<file path="config.mk">
export PLATFORM = sky130hd
export DESIGN_NAME = clk_div_ctrl
export DESIGN_NICKNAME = d
export VERILOG_FILES = /design/src/rtl/clk_div_pkg.sv /design/src/rtl/clk_div_core.sv /design/src/rtl/clk_div_ctrl.sv
export SDC_FILE = /design/constraint.sdc
export NUM_CORES = 1
export LEC_CHECK = 0
export ABC_AREA = 1
export CAP_MARGIN = 30
export CORE_MARGIN = 2
export CORE_UTILIZATION = 30
export CTS_CLUSTER_DIAMETER = 60
export DETAILED_ROUTE_END_ITERATION = 10
export GPL_ROUTABILITY_DRIVEN = 0
export PLACE_DENSITY = 0.57
export SYNTH_ARGS = -nofsm -noshare
export SYNTH_HDL_FRONTEND = slang
export SYNTH_HIERARCHICAL = 1
export SYNTH_SLANG_ARGS = --single-unit
</file>
<file path="constraint.sdc">
create_clock -name clk -period 3.9 [get_ports clk]
set_input_delay 0.975 -clock clk [delete_from_list [all_inputs] [get_ports clk]]
set_output_delay 0.975 -clock clk [all_outputs]
set_load 0.02 [all_outputs]
</file>
<file path="src/rtl/clk_div_pkg.sv">
// rtl/clk_div_pkg.sv - shared state encoding and limits for the run-time clock divider
package clk_div_pkg;

    localparam logic [1:0] IDLE = 2'd0;
    localparam logic [1:0] RUN  = 2'd1;
    localparam logic [1:0] STOP = 2'd2;

    typedef enum logic [1:0] {
        S_IDLE = IDLE,
        S_RUN  = RUN,
        S_STOP = STOP
    } state_t;

    // Smallest ratio that still yields a non-zero high and low phase.
    localparam int MIN_DIV = 2;

endpackage

</file>
<file path="src/rtl/clk_div_core.sv">
// rtl/clk_div_core.sv - divide-by-N counter and registered clk_out/edge pulses
module clk_div_core
    import clk_div_pkg::*;
#(
    parameter int CNT_W = 8
) (
    input  logic             clk,
    input  logic             rst,
    input  logic             run,
    input  logic [CNT_W-1:0] div,
    output logic             clk_out,
    output logic             rise_pls,
    output logic             fall_pls,
    output logic             boundary
);

    logic [CNT_W-1:0] cnt;
    logic [CNT_W-1:0] half;
    logic [CNT_W-1:0] last;

    // div is always >= 2 here, so half >= 1 and last >= 1.
    assign half     = div >> 1;
    assign last     = div - CNT_W'(1);
    assign boundary = run && (cnt == last);

    // Outputs are derived from the counter value of the previous cycle, so the
    // first high cycle appears one edge after run rises.
    always_ff @(posedge clk or negedge rst) begin
        if (!rst) begin
            cnt      <= '0;
            clk_out  <= 1'b0;
            rise_pls <= 1'b0;
            fall_pls <= 1'b0;
        end else if (!run) begin
            cnt      <= '0;
            clk_out  <= 1'b0;
            rise_pls <= 1'b0;
            fall_pls <= 1'b0;
        end else begin
            cnt      <= boundary ? '0 : cnt + CNT_W'(1);
            clk_out  <= (cnt < half);
            rise_pls <= (cnt == '0);
            fall_pls <= (cnt == half);
        end
    end

endmodule

</file>
<file path="src/rtl/clk_div_ctrl.sv">
// rtl/clk_div_ctrl.sv - start/stop sequencing and glitch-free ratio updates for the divider
module clk_div_ctrl
    import clk_div_pkg::*;
#(
    parameter int CNT_W   = 8,
    parameter int DEF_DIV = 4
) (
    input  logic             clk,
    input  logic             rst,
    input  logic             en,
    input  logic             cfg_valid,
    input  logic [CNT_W-1:0] cfg_div,
    output logic             cfg_ready,
    output logic             cfg_err,
    output logic             clk_out,
    output logic             rise_pls,
    output logic             fall_pls,
    output logic             busy
);

    state_t           state_q;
    state_t           state_d;
    logic [CNT_W-1:0] div_reg;
    logic [CNT_W-1:0] pend_reg;
    logic             pend;
    logic             boundary;
    logic             run;
    logic             xfer;
    logic             div_ok;

    assign run       = (state_q != S_IDLE);
    assign busy      = run;
    assign cfg_ready = (state_q == S_IDLE) || !pend;
    assign xfer      = cfg_valid && cfg_ready;
    assign div_ok    = (cfg_div >= CNT_W'(MIN_DIV));

    clk_div_core #(
        .CNT_W(CNT_W)
    ) u_core (
        .clk      (clk),
        .rst      (rst),
        .run      (run),
        .div      (div_reg),
        .clk_out  (clk_out),
        .rise_pls (rise_pls),
        .fall_pls (fall_pls),
        .boundary (boundary)
    );

    // State register.
    always_ff @(posedge clk or negedge rst) begin
        if (!rst) begin
            state_q <= S_IDLE;
        end else begin
            state_q <= state_d;
        end
    end

    // Next state: stopping always lets the running period reach its boundary;
    // if en drops on the boundary cycle itself that period is already complete.
    always_comb begin
        state_d = state_q;
        case (state_q)
            S_IDLE: begin
                if (en) begin
                    state_d = S_RUN;
                end
            end
            S_RUN: begin
                if (!en) begin
                    state_d = boundary ? S_IDLE : S_STOP;
                end
            end
            S_STOP: begin
                if (boundary) begin
                    state_d = S_IDLE;
                end
            end
            default: state_d = S_IDLE;
        endcase
    end

    // Ratio bookkeeping: direct load while idle, otherwise park in pend_reg
    // until the next period boundary.
    always_ff @(posedge clk or negedge rst) begin
        if (!rst) begin
            div_reg  <= CNT_W'(DEF_DIV);
            pend_reg <= '0;
            pend     <= 1'b0;
            cfg_err  <= 1'b0;
        end else begin
            cfg_err <= xfer && !div_ok;
            if (state_q == S_IDLE) begin
                if (xfer && div_ok) begin
                    div_reg <= cfg_div;
                end
            end else begin
                if (boundary && pend) begin
                    div_reg <= pend_reg;
                    pend    <= 1'b0;
                end
                // xfer here implies pend was clear, so this never collides
                // with the boundary update above.
                if (xfer && div_ok) begin
                    pend_reg <= cfg_div;
                    pend     <= 1'b1;
                end
            end
        end
    end

endmodule

</file>
==> metrics, run 1 <==
result of the run=finished, final reports clean; clk sinks=31; CP max stage cell=clkdlybuf4s50_1; GRT overflow=0; worst slack at placement=1.277 ns; Peak supply drop=219.8 uV; CP arrival=1.94 ns; CTS max path bufs=2; Total Nets Final=292; max reg flops=9; vias in the first global route=1454; Mapped Area=0.001901 mm^2; Final WS setup=0.9878 ns; FF+latch count, synth=31; CTS buffer count=5; Period minus WS final=2.912 ns; register area=777.0 um^2; CP Data Required Time=2.92 ns; Final Max Tran Viols=0; Core ar.=0.006026 mm^2; Seq/Total Area, Yosys=0.4088; period utilization=0.7467; Setup Skew=0.005712 ns; Tot GR Track Use=0.1190; Hold Crit Class=flop to flop; pin count of the biggest net entering global routing=32; post-cts hold buffer count=0; die width=83.60 um; die area=0.006988 mm^2; Leak=1.159 nW; register clock-pin slew on the reported worst setup and hold paths=0.07 ns; drc violations=0; Overall Power=1.687 mW; RSZ-0062 raised after global routing=no; crit start category=flop; 1st-pass router iterations=4; PD cells=739.0 mW/mm^2; Cell Rows=28; HPWL after detailed placement=2912 um; Post-Syn Nets=270; Hold Fails Final Rpt=0; Hold WS=0.4802 ns; DIE HEIGHT=83.60 um; syn avg cell area=7.664 um^2; Critical Path End Type=output port; largest family of logic cells by synthesized area=simple AND/OR/NAND/NOR gates; footprint of the multi-input gates=985.9 um^2; CTS root buffer=clkbuf_8; vias=1553; postcts setup bufs=0; post_cts resized=0; post-synthesis xor/xnor area fraction=0.04608; Area Growth Syn to Fin=20.14%; Post-DRT Antenna Nets=0; Simple-Gate Fraction of Synth Area=0.3568; share of cells above drive strength 1=0.09225; complex-gate fraction of the synthesized area=0.05003; initial antenna violation count=0; mux cell area share after synthesis=0; YS warnings=6; total wire length=3791 um; worst skew pair latency=0.28 ns; synth unique cells=30; setup tns final=0 ns; Highest Clock Rate=0.3434 GHz; total of max-cap violations=0; Synth Area in Adders=0.06583; H-tree level count=2; initial cell density of the core=0.3154; crit path max fanout=18; initial drt markers=52; antenna cells=0; slowest stage delay, CP=0.72 ns; worst-margin pin slew=0.5693 ns; first-pass GRT wire length=6679 um; kind of critical path=flop to output port; wire per inst=10.96 um; Cell Chain, Critical Path=nor2_4, inv_1, clkdlybuf4s50_1; io pins=18; Fillers=638; CTS tree=built; via/cell ratio=4.488; Rel. slew slack=0.6201; Post-Syn Instances=248; port buffer count=17; Final Setup Violations=0
cell usage after synthesis (all sizes together):
master | count | area (um^2)
nor4 | 1 | 6.260
o211a | 1 | 10.01
nand2 | 87 | 346.6
inv | 31 | 116.4
nor3b | 1 | 7.510
xnor2 | 3 | 26.28
nand4 | 2 | 12.51
nor3 | 4 | 31.28
buf | 2 | 16.26
clkbuf | 1 | 5.000
ha | 10 | 125.1
dfstp | 1 | 26.28
nand3 | 23 | 125.1
a21oi | 4 | 20.02
xor2 | 7 | 61.31
o21ai | 10 | 65.05
nor2 | 27 | 126.4
dfrtp | 30 | 750.7
nand3b | 1 | 7.510
or2 | 1 | 6.260
nor4b | 1 | 8.760
final timing paths:
| kind | startpoint | endpoint | slack (ns) | depth (start not counted) |
|---|---|---|---|---|
| hold / removal | pend_reg[3] | pend_reg[3] | 0.48 | 2 |
| setup / recovery | state_q[1] | busy | 0.99 | 3 |
| max in group asynchronous | rst | div_reg[2] | 2.50 | 2 |
| setup reg to reg | div_reg[0] | div_reg[4] | 1.66 | 14 |
| min in group asynchronous | rst | pend_reg[7] | 1.08 | 2 |
| hold reg to reg | pend_reg[3] | pend_reg[3] | 0.48 | 2 |
critical path, delay by kind of cell, from the launching register on:
kind	cells	cell delay (ns)
DFF	1	0.41
and+or+nand+nor	1	0.09
buffers and inverters	2	1.15
layout make-up:
type                    count  area share
multi-input cells         183      0.4318
flip-flops and latches     31      0.3403
repair buffers             18     0.07781
inverters                  31     0.05096
well taps                  75     0.04110
clock buffers               6     0.03178
clock inverters             2     0.02630
stage by stage:
stage | instances | area (um^2) | util
2_1_floorplan | 248 | 1901 | -
3_3_place_gp | 338 | 2151 | 0.3569
3_5_place_dp | 338 | 2151 | 0.3569
4_1_cts | 346 | 2283 | 0.3789
5_1_grt | 346 | 2283 | 0.3789
6_report | 346 | 2283 | 0.3789
logic make-up (layout without fill, tap and decap cells):
logic type,after synthesis,count (layout)
xor gates and xnor gates,10,10
AOI/OAI and AO/OA,15,15
adders and majority gates,10,10
buffers and inverters,34,57
DFF,31,31
and+or+nand+nor,148,148
power breakdown:
part / switching (mW) / internal [mW] / total, mW
clock: 0.119 / 0.255 / 0.374
combinational: 0.463 / 0.307 / 0.770
sequential: 0.105 / 0.438 / 0.543
total: 0.687 / 1.00 / 1.69
cells in the final DEF, fill, tap and decap left out, types with 4 or more instances in the layout:
master           instances
nand2_1                 83
inv_1                   31
dfrtp_1                 30
nor2_1                  23
nand3_1                 21
clkdlybuf4s50_1         17
ha_1                    10
xor2_1                   7
o21ai_0                  5
clkbuf_8                 5
o21ai_2                  4
a21oi_1                  4
metal layers:
layer,vias up,global-route usage,wire (um)
met5,-,0,0
met4,0,0.05718,81
met3,5,0.02770,85
met2,14,0.1876,1730
met1,708,0.1531,1893
li1,826,-,-
Note: power is estimated with default switching activity, not from simulation.
==> inputs of run 2 (changes only) <==
PLACE_DENSITY = 0.59   (was 0.57)
clock period = 2.6 ns   (was 3.9 ns; I/O delays follow)
==> metrics, run 2 (same netlist as run 1, synthesis figures left out) <==
Clk pwr share=0.154; Cell Rows=28; part of the power in registers=0.347; die width=83.60 um; setup tns final=0 ns; Final WS setup=0.2620 ns; Final Setup Violations=0; CTS tree=built; share of cells above drive strength 1=0.09559; Pint=1.314 mW; port buffer count=17; worst slack at placement=0.4249 ns; Overall Power=2.353 mW; 1st-pass router iterations=4; total of max-cap violations=0; worst-margin pin slew=0.3882 ns; slowest stage delay, CP=0.60 ns; PD cells=1049 mW/mm^2; crit path max fanout=8; drc violations=0; Core ar.=0.006026 mm^2; initial antenna violation count=0; wire per inst=10.96 um; pin count of the biggest net entering global routing=32; Hold Fails Final Rpt=0; CTS max path bufs=2; vias in the first global route=1498; register area=777.0 um^2; via/cell ratio=4.501; HPWL after detailed placement=3000 um; post_cts resized=0; Hold Crit Class=flop to flop; worst skew pair latency=0.28 ns; commonest non-fill, non-tap cell in the layout=nand2_1; Cell Chain, Critical Path=nor2_4, nor2_4, inv_1, clkdlybuf4s50_1; total wire length=3804 um; Period minus WS final=2.338 ns; footprint of the multi-input gates=985.9 um^2; Net Switching=1.039 mW; initial drt markers=86; RSZ-0062 raised after global routing=no; commonest non-fill, non-tap cells in the layout=nand2_1, inv_1, dfrtp_1, nor2_1, nand3_1; Final Core Density=0.3723; Final Max Tran Viols=0; Highest Clock Rate=0.4277 GHz; Leak=1.140 nW; die area=0.006988 mm^2; Peak supply drop=311.5 uV; Critical Path End Type=output port; cell repeated most along the worst path=nor2_4; CP arrival=1.69 ns; Tot GR Track Use=0.1212; delay-heaviest family, CP=buffers and inverters; post-cts hold buffer count=0; CTS buffer count=5; crit start category=flop; Rel. slew slack=0.7412; result of the run=finished, final reports clean; Sw Share=0.4417; Total Nets Final=293; DIE HEIGHT=83.60 um; postcts setup bufs=0; H-tree level count=2; Post-DRT Antenna Nets=0; initial cell density of the core=0.3154; Gate power share=0.498; antenna cells=0; GRT overflow=0; period utilization=0.8992; register clock-pin slew on the reported worst setup and hold paths=0.07 ns; Area Growth Syn to Fin=18.04%; Hold WS=0.4839 ns; CP Data Required Time=1.95 ns; Crit path buffers/inverters=2; CP max stage cell=clkdlybuf4s50_1; Fillers=663; vias=1562; first-pass GRT wire length=6982 um; clk sinks=31; Setup Skew=0.004491 ns; kind of critical path=flop to output port; max reg flops=9; io pins=18; CTS root buffer=clkbuf_8
run 2: cell count changes in the layout (fill, tap and decap cells not counted):
cell / delta
buf_4: +1
clkinvlp_4: +1
clkinv_2: +1
bufinv_16: -2
run 2: power groups by stage:
stage          logic (mW)  registers, mW  clock network (mW)
6_report             1.17          0.817               0.363
5_1_grt              1.36          0.846               0.404
4_1_cts              1.20          0.818               0.378
3_5_place_dp         1.19          0.825                   0
3_3_place_gp         1.18          0.824                   0
2_1_floorplan       0.891          0.802                   0
run 2: stage by stage:
step	cells	instance area, um^2
global placement	339	2158
CTS	347	2243
finish	347	2243
detailed placement	339	2158
floorplan	248	1901
global route	347	2243
run 2: path summary, 6_finish.rpt:
kind	startpoint	endpoint	slack (ns)	cells after the start
max	state_q[1]	cfg_ready	0.26	4
min	pend_reg[6]	pend_reg[6]	0.48	2
max reg2reg	div_reg[0]	div_reg[7]	0.48	14
min reg2reg	pend_reg[6]	pend_reg[6]	0.48	2
max in group asynchronous	rst	div_reg[2]	1.52	2
min in group asynchronous	rst	pend_reg[4]	0.76	2
run 2: area by class of cell:
type / count / share of cell area
Inverter: 31 / 0.05187
Timing Repair Buffer: 19 / 0.08254
Clock buffer: 6 / 0.03235
Multi-Input combinational cell: 183 / 0.4395
Sequential cell: 31 / 0.3463
Tap cell: 75 / 0.04183
Clock inverter: 2 / 0.005577
run 2: layer usage:
metal / share of wire / vias to the layer above / track usage
li1: - / 825 / -
met1: 0.49 / 716 / 0.1617
met2: 0.47 / 16 / 0.1949
met3: 0.024 / 5 / 0.02671
met4: 0.015 / 0 / 0.03959
met5: 0 / - / 0
run 2: worst register-to-register path, stage by stage (launching register included):
cell and delay, ns:
dfrtp_1 0.42, inv_1 0.12, ha_1 0.25, nand2_1 0.10, nor2_1 0.11, nand3_1 0.07
nand2_1 0.06, nand3_1 0.06, nor2_1 0.16, nand2_2 0.09, nor2_1 0.17, nand2_2 0.18
nand2_4 0.15, nand2_1 0.06, nand2_1 0.06
==> inputs of run 3 (changes only) <==
CORE_UTILIZATION = 42   (was 30)
PLACE_DENSITY = 0.74   (was 0.59)
==> metrics, run 3 (same netlist as run 1, synthesis figures left out) <==
DIE HEIGHT=71.27 um; Setup crit start=state_q[1]; result of the run=finished, final reports clean; register area=777.0 um^2; CTS tree=built; Overall Power=2.362 mW; register clock-pin slew on the reported worst setup and hold paths=0.06 ns; PD cells=1068 mW/mm^2; wire per inst=11.64 um; worst-margin pin slew=0.3832 ns; Final Max Tran Viols=0; CP arrival=1.68 ns; io pins=18; FF-to-FF path depth=13; Hold Fails Final Rpt=0; total of max-cap violations=0; Period minus WS final=2.333 ns; post-cts hold buffer count=0; vias in the first global route=1572; H-tree level count=2; Rel. slew slack=0.7445; worst setup path end=cfg_ready; Final Core Density=0.5078; antenna cells=0; Highest Clock Rate=0.4287 GHz; CTS buffer count=5; initial drt markers=109; footprint of the multi-input gates=985.9 um^2; Core ar.=0.004354 mm^2; max reg flops=9; GRT overflow=0; total wire length=3771 um; Post-DRT Antenna Nets=0; die width=71.27 um; crit start category=flop; port buffer count=17; initial antenna violation count=0; drc violations=0; CTS max path bufs=2; Critical Path End Type=output port; Setup Skew=0.006149 ns; period utilization=0.8973; kind of critical path=flop to output port; crit path max fanout=8; Leak=1.141 nW; RSZ-0062 raised after global routing=no; Hold WS=0.4832 ns; first-pass GRT wire length=6651 um; Area Growth Syn to Fin=16.33%; vias=1609; initial cell density of the core=0.4365; HPWL after detailed placement=2858 um; worst r2r src=div_reg[0]; share of cells above drive strength 1=0.09191; Worst R2R End=div_reg[3]; commonest non-fill, non-tap cells in the layout=nand2_1, inv_1, dfrtp_1, nor2_1, nand3_1; post_cts resized=0; setup tns final=0 ns; Hold Crit Class=flop to flop; postcts setup bufs=0; die area=0.005079 mm^2; clk sinks=31; worst skew pair latency=0.28 ns; 1st-pass router iterations=4; via/cell ratio=4.966; pin count of the biggest net entering global routing=32; commonest non-fill, non-tap cell in the layout=nand2_1; Total Nets Final=293; CTS root buffer=clkbuf_8; Fillers=405; worst reg2reg setup slack=0.50 ns; Tot GR Track Use=0.1690; Peak supply drop=354.3 uV; Final Setup Violations=0; Cell Rows=24; CP Data Required Time=1.95 ns
==> run 3: cell type report <==
cell class	count	share of cell area
Multi-Input combinational cell	183	0.4460
Tap cell	52	0.02943
Sequential cell	31	0.3514
Inverter	31	0.05263
Timing Repair Buffer	19	0.08376
Clock inverter	1	0.002264
Clock buffer	7	0.03452
==> run 3: report_power, final <==
part	switching [mW]	total [mW]	internal, mW
logic	0.716	1.19	0.472
clock network	0.167	0.355	0.187
registers	0.163	0.820	0.657
total	1.05	2.36	1.32
==> run 3: critical path, cell delays in order, from the launching register on <==
cell             delay, ns
dfrtp_1               0.42
nor2_4                0.25
nor2_4                0.08
inv_1                 0.06
clkdlybuf4s50_1       0.59
==> run 3: worst min-delay path by stage <==
stage                              to        start  cells past startpoint  slack [ns]
after detailed placement  pend_reg[7]  pend_reg[7]                      2        0.47
after floorplan               cfg_err          rst                      0        0.35
after global placement    pend_reg[0]  pend_reg[0]                      2        0.46
final                     pend_reg[7]  pend_reg[7]                      2        0.48
after CTS                 pend_reg[6]  pend_reg[6]                      2        0.48
after global routing      pend_reg[4]  pend_reg[4]                      2        0.50
==> run 3: metrics by stage <==
stage               cells  cell area, um^2  setup slack [ns]
finish                324             2211            0.2671
global route          324             2211            0.1788
CTS                   324             2211            0.2466
detailed placement    316             2130            0.4161
global placement      316             2130            0.4411
floorplan             248             1901            0.7828
==> run 3: metal layers <==
metal,routed length (um),up-vias,track usage,share of wire
met1,1746,750,0.2153,0.46
met5,0,-,0,0
met2,1806,34,0.2716,0.48
li1,-,820,-,-
met4,54,0,0.08176,0.014
met3,164,5,0.03938,0.043
